<file path="src/rtl/rx232_pd.sv">
// rx232_pd: oversampled 8N1 receiver that pairs two bytes into a 16-bit BCD word
// {first, second} and reports framing, BCD-digit and inter-byte timeout errors.
module rx232_pd #(
  parameter int unsigned OSR      = 16,
  parameter int unsigned TMO_BITS = 20
) (
  input  logic        clk,
  input  logic        rst,
  input  logic        rxck,
  input  logic        rxd,
  output logic [15:0] bcd,
  output logic        bcd_vld,
  output logic        bcd_err,
  output logic        frm_err,
  output logic        tmo,
  output logic        busy
);

  localparam int unsigned TCW       = $clog2(OSR);
  localparam int unsigned TMO_TICKS = TMO_BITS * OSR;
  localparam int unsigned TMW       = $clog2(TMO_TICKS + 1);

  localparam logic [1:0] S_IDLE  = 2'd0;
  localparam logic [1:0] S_START = 2'd1;
  localparam logic [1:0] S_DATA  = 2'd2;
  localparam logic [1:0] S_STOP  = 2'd3;

  logic [1:0]     rxck_d;
  logic           rxd_m, rxd_s;
  logic           tick;
  logic [1:0]     state, state_nx;
  logic [TCW-1:0] tc, tc_nx;
  logic [2:0]     bc, bc_nx;
  logic [7:0]     sh, sh_nx;
  logic [7:0]     hi, hi_nx;
  logic           cnt, cnt_nx;
  logic [TMW-1:0] tmr, tmr_nx;
  logic           armed, armed_nx;
  logic           rdy, rdy_nx;
  logic [15:0]    bcd_nx;
  logic           vld_nx, berr_nx, ferr_nx, tmo_nx, busy_nx;

  function automatic logic nib_bad(input logic [15:0] w);
    nib_bad = (w[15:12] > 4'd9) | (w[11:8] > 4'd9) | (w[7:4] > 4'd9) | (w[3:0] > 4'd9);
  endfunction

  assign tick = rxck_d[0] & ~rxck_d[1];

  // Next-state and output decode; rdy completes a word one clk after byte 1's stop sample.
  always_comb begin
    state_nx = state;
    tc_nx    = tc;
    bc_nx    = bc;
    sh_nx    = sh;
    hi_nx    = hi;
    cnt_nx   = cnt;
    tmr_nx   = tmr;
    armed_nx = armed;
    rdy_nx   = 1'b0;
    bcd_nx   = bcd;
    vld_nx   = 1'b0;
    berr_nx  = 1'b0;
    ferr_nx  = 1'b0;
    tmo_nx   = 1'b0;
    busy_nx  = busy;

    if (rdy) begin
      bcd_nx  = {hi, sh};
      vld_nx  = 1'b1;
      berr_nx = nib_bad({hi, sh});
      busy_nx = 1'b0;
    end

    if (tick) begin
      case (state)
        S_IDLE: begin
          if (rxd_s) armed_nx = 1'b1;
          if (!rxd_s && armed) begin
            state_nx = S_START;
            tc_nx    = '0;
            tmr_nx   = '0;
            if (!cnt) busy_nx = 1'b1;
          end else if (cnt) begin
            if (tmr == TMW'(TMO_TICKS - 1)) begin
              tmo_nx  = 1'b1;
              cnt_nx  = 1'b0;
              busy_nx = 1'b0;
              tmr_nx  = '0;
            end else begin
              tmr_nx = tmr + TMW'(1);
            end
          end
        end
        S_START: begin
          if (tc == TCW'(OSR / 2 - 1)) begin
            tc_nx = '0;
            if (rxd_s) begin
              state_nx = S_IDLE;
              if (!cnt) busy_nx = 1'b0;
            end else begin
              state_nx = S_DATA;
              bc_nx    = '0;
            end
          end else begin
            tc_nx = tc + TCW'(1);
          end
        end
        S_DATA: begin
          if (tc == TCW'(OSR - 1)) begin
            tc_nx = '0;
            sh_nx = {rxd_s, sh[7:1]};
            bc_nx = bc + 3'd1;
            if (bc == 3'd7) state_nx = S_STOP;
          end else begin
            tc_nx = tc + TCW'(1);
          end
        end
        default: begin
          if (tc == TCW'(OSR - 1)) begin
            tc_nx    = '0;
            state_nx = S_IDLE;
            if (rxd_s) begin
              if (!cnt) begin
                hi_nx  = sh;
                cnt_nx = 1'b1;
                tmr_nx = '0;
              end else begin
                cnt_nx = 1'b0;
                rdy_nx = 1'b1;
              end
            end else begin
              // A low stop bit also blocks restart until the line returns high.
              ferr_nx  = 1'b1;
              cnt_nx   = 1'b0;
              busy_nx  = 1'b0;
              armed_nx = 1'b0;
            end
          end else begin
            tc_nx = tc + TCW'(1);
          end
        end
      endcase
    end
  end

  always_ff @(posedge clk) begin
    if (rst) begin
      rxck_d  <= 2'b00;
      rxd_m   <= 1'b1;
      rxd_s   <= 1'b1;
      state   <= S_IDLE;
      tc      <= '0;
      bc      <= '0;
      sh      <= '0;
      hi      <= '0;
      cnt     <= 1'b0;
      tmr     <= '0;
      armed   <= 1'b1;
      rdy     <= 1'b0;
      bcd     <= 16'hffff;
      bcd_vld <= 1'b0;
      bcd_err <= 1'b0;
      frm_err <= 1'b0;
      tmo     <= 1'b0;
      busy    <= 1'b0;
    end else begin
      rxck_d  <= {rxck_d[0], rxck};
      rxd_m   <= rxd;
      rxd_s   <= rxd_m;
      state   <= state_nx;
      tc      <= tc_nx;
      bc      <= bc_nx;
      sh      <= sh_nx;
      hi      <= hi_nx;
      cnt     <= cnt_nx;
      tmr     <= tmr_nx;
      armed   <= armed_nx;
      rdy     <= rdy_nx;
      bcd     <= bcd_nx;
      bcd_vld <= vld_nx;
      bcd_err <= berr_nx;
      frm_err <= ferr_nx;
      tmo     <= tmo_nx;
      busy    <= busy_nx;
    end
  end

endmodule
</file>
<file path="config.mk">
export PLATFORM = sky130hd
export DESIGN_NAME = rx232_pd
export DESIGN_NICKNAME = d
export VERILOG_FILES = /design/src/rtl/rx232_pd.sv
export SDC_FILE = /design/constraint.sdc
export NUM_CORES = 1
export LEC_CHECK = 0
export BUFFER_PORTS_ARGS = -buffer_cell sky130_fd_sc_hd__buf_4
export CORE_ASPECT_RATIO = 0.9
export CORE_MARGIN = 2
export CORE_UTILIZATION = 59
export DETAILED_ROUTE_END_ITERATION = 12
export GPL_ROUTABILITY_DRIVEN = 0
export PLACE_DENSITY = 0.75
export SYNTH_ARGS = -nofsm -noshare
export SYNTH_HDL_FRONTEND = slang
export SYNTH_SLANG_ARGS = --single-unit
</file>
<file path="constraint.sdc">
create_clock -name clk -period 2.3 [get_ports clk]
set_input_delay 0.345 -clock clk [delete_from_list [all_inputs] [get_ports clk]]
set_output_delay 0.345 -clock clk [all_outputs]
set_load 0.01 [all_outputs]
</file>
==> results summary <==
In the synthesized netlist the dominant register cell turns out to be sky130_fd_sc_hd__dfxtp_1. The source of the worst register-to-register timing path is state[0]. In this run the core area contains 23 standard-cell rows. The worst clock skew on the final layout is 0.006944 ns. In the final design database the tool counted 340 nets. The repair_antennas step left the layout with diodes totalling 0.

In the final layout, the share of cells above drive strength 1 is 16.92%. Clock tree synthesis selected as its root buffer the cell sky130_fd_sc_hd__clkbuf_8. The filler cell count came out at between 300 and 400. Final hold analysis gives a worst-case slack of 0.1916 ns.

The via count normalized by instance count is 5.919. The post-synthesis cell count is 299. The total instance count after detailed placement came out at 377. The hold buffer count at cts is 0. The number of nets in the synthesized netlist came out at 313. The run finished with clean final reports.

The post-detailed-route DRC marker count is 0. From synthesis to final layout, the design area changed by 16.17%. The end-of-flow core utilization came out at ~72%. Setup violations remaining at the end of the flow were counted as 0.

In this run, synthesis produced a sequential element count of 62. The insertion delay of the later-clocked pin in the worst-skew pair came out at about 0.34 ns. The mean instance size in the synthesized netlist came out at 9.474 µm². The class of the most critical setup path is register to register.

The fraction of the mapped netlist area in simple logic gates is 23.67%. The number of enable flip-flop cells after synthesis came out at 0. The reported max-cap violation count came out at 0.

The CTS buffer count is 9. In this run the cell area measured after placement is roughly 3100 µm². The Yosys step of the flow raised 0 warnings.

The number of hold violations in the final report came out at 0. The cell depth of the worst flop-to-flop path is 8. The routed wire length is 5854 µm. The summed instance area of the synthesized netlist came out at 2833 µm². The relative slew slack came out at 42.28%. The die covers 5372 µm². The worst hold path begins at rxd. The first global-routing pass estimated 10110 µm of wire. The total routing usage reported by global routing is a little under a quarter. For this design the total switching power over the nets is 0.4824 mW. The worst-case clock buffer depth came out at 2. The total setup buffers inserted after CTS is 0. The tightest min-delay check is of the primary input to register type.

The clock power share came out at 47.0%. Sorting the synthesized cells by area gives the leading types as sky130_fd_sc_hd__dfxtp_1, sky130_fd_sc_hd__mux2i_1, sky130_fd_sc_hd__ha_1. The core region is 4547 µm². The combinational share of power came out at 3.8%. The number of port buffers is 24. The worst-path maximum fanout came out at 7.

Internal power comes to 1.717 mW. The worst setup path is launched from a register. The non-filler instance count after layout came out at 393. The via total after detailed routing came out at roughly 2300. The die is 77.04 µm wide. For this run, the detailed router's first-pass iteration total came to 4.

The area of the multi-input gates came out at 1473 µm². In this run the count of I/O pins placed on the die edge is 25. The peak supply drop came out at 0.7065 mV. The accumulated negative setup slack is 0 ns. Summing the areas of all compound-gate instances in the mapped netlist gives 10.91% of the synthesized area. The area of all sequential standard cells is between 1000 and 1500 µm².

The largest total area in the synthesized netlist belongs to sky130_fd_sc_hd__dfxtp_1. The worst setup slack for register-to-register paths is 0.24 ns. The critical path starts at state[0]. The worst hold path terminates at rxd_m. The share of synthesized area spent on multiplexers is 12.37%. The pin count of the biggest net entering global routing came out at 28. The peak clock frequency supported by timing is ~500 MHz. Along the worst hold path, the cell count comes to 2.

Setup repair after global routing left no endpoint under its margin. The share of the synthesized area in the top cell type came out at 43.82%. Measured along the y axis, the die boundary spans ~70 µm. The count of unique library cells instantiated by Yosys came out at 50. The power density normalized to cell area is 668.3 nW/µm². In the final routed layout, each cell accounts on average for 14.90 µm. The starting density of the core is between 60 and 70%.

The final design area excluding fillers is between 3000 and 4000 µm². In the finished design, the share of the clock period the worst path needs comes to 89.45%. The count of nets left with antenna violations once routing finished came out at 0. For the pin with the worst max-slew slack, the measured transition is slightly below 0.9 ns. Registers are responsible for 49.2% of the overall power. The worst path in the final design needs a cycle of 2.057 ns, including I/O delays and setup. The post-synthesis async set-or-reset flop share came out at 0%. The number of instances resized during post-cts repair came out at 0.

The final global-route overflow total came out at 0. After Yosys synthesis, XOR and XNOR cells account for 0.6184% of the synthesized area. The static power due to leakage is 1.387 nW. By area, the combinational part of the netlist is dominated by simple AND/OR/NAND/NOR gates.

The total count of max-transition violations in the final report came to 0. STA classifies the critical path endpoint as a register. In this run the critical register-to-register path is captured at tmr[8]. The initial antenna violation count was 0. Data arrives at the worst endpoint at around 2.3 ns. The adder and majority gate portion of the synthesized area came out at 4.417%. The switching part of the total power is a little over a fifth. The register clock-pin slew on the reported worst setup and hold paths is 0.07 ns.

The share of the yosys chip area belonging to registers came out at 43.82%. The clock tree synthesis step divided the H-tree into 3 levels. The tree built by TritonCTS fans out to 62 sinks. The detailed placement HPWL is 3945 µm. TritonCTS built the clock tree. The detailed router's first-iteration violation count is 80. The number of global-route vias before repair came out at about 2200. Data on the critical path is required at its endpoint by about 2.6 ns.
[cell type report]
cell class              instances  share of cell area [%]
clock buffers                  10                   3.878
inverters                      10                   1.141
well taps                      62                   2.357
flip-flops and latches         62                   37.72
repair buffers                 33                   7.529
clock inverters                 6                   2.624
multi-input cells             210                   44.75
[layer usage]
layer / global-route usage [%] / vias up / wire, µm
met2: 36.55 / 55 / 2766
met3: 8.594 / 11 / 258
met5: 0 / - / 0
li1: - / 1136 / -
met1: 30.71 / 1124 / 2742
met4: 6.746 / 0 / 87
[power by group through the flow]
stage	logic, mW	clock network (mW)	registers [mW]
final	0.0840	1.03	1.08
after CTS	0.0839	1.04	1.08
after detailed placement	0.0821	0	1.11
after global placement	0.0819	0	1.11
after global routing	0.0919	1.09	1.08
after floorplan	0.0570	0	1.11
[worst max-delay path: stages (launching register included)]
cell and delay, ns:
sky130_fd_sc_hd__dfxtp_1 0.31, sky130_fd_sc_hd__inv_1 0.09, sky130_fd_sc_hd__ha_1 0.17, sky130_fd_sc_hd__inv_1 0.06, sky130_fd_sc_hd__ha_1 0.17, sky130_fd_sc_hd__nor4b_1 0.35
sky130_fd_sc_hd__nor4b_4 0.47, sky130_fd_sc_hd__and4b_1 0.25, sky130_fd_sc_hd__o21bai_1 0.10
[placed cells by master, fill, tap and decap left out, drive strengths merged, types with 9 or more instances in the layout]
cell    count
a21oi      11
nand2      23
dfxtp      62
o21ai      11
nand2b      9
inv        10
clkbuf     10
nor2       22
nor2b      10
mux2i      35
buf        33
ha         10
nand3      14
[metrics by stage]
step | setup WS, ns | power, mW
3_3_place_gp | 0.3656 | 1.188
5_1_grt | 0.04508 | 2.268
6_report | 0.2427 | 2.199
2_1_floorplan | 0.3215 | 1.164
3_5_place_dp | 0.2816 | 1.188
4_1_cts | 0.2452 | 2.210
[cells by family after synthesis]
family	after synthesis
adders and majority gates	10
and+or+nand+nor	117
DFF	62
muxes	35
AOI/OAI and AO/OA	46
buffers and inverters	27
xor gates and xnor gates	2
[worst max path at each step]
stage,endpoint
2_1_floorplan,tmr[8]
3_3_place_gp,tmr[8]
3_5_place_dp,tmr[8]
4_1_cts,tmr[8]
5_1_grt,tmr[2]
6_report,tmr[8]
[synth_stat cells, types with 4 or more instances]
| master | n |
|---|---|
| sky130_fd_sc_hd__nand3_1 | 13 |
| sky130_fd_sc_hd__nand2b_1 | 8 |
| sky130_fd_sc_hd__nor3_1 | 8 |
| sky130_fd_sc_hd__o21ai_0 | 11 |
| sky130_fd_sc_hd__a21oi_1 | 10 |
| sky130_fd_sc_hd__dfxtp_1 | 62 |
| sky130_fd_sc_hd__clkbuf_1 | 8 |
| sky130_fd_sc_hd__nand4_1 | 5 |
| sky130_fd_sc_hd__nor2b_1 | 10 |
| sky130_fd_sc_hd__buf_2 | 8 |
| sky130_fd_sc_hd__inv_1 | 10 |
| sky130_fd_sc_hd__nor2_1 | 22 |
| sky130_fd_sc_hd__mux2i_1 | 35 |
| sky130_fd_sc_hd__nand2_1 | 22 |
| sky130_fd_sc_hd__a32oi_1 | 4 |
| sky130_fd_sc_hd__ha_1 | 10 |
[sequential cells by signal (all words and copies together) (netlist names), 2 cells and up]
name    cells
state       2
hi          8
rxck_d      2
tmr         9
bcd        16
tc          4
bc          3
sh          8
No activity file was read; power rests on OpenSTA's default activity.
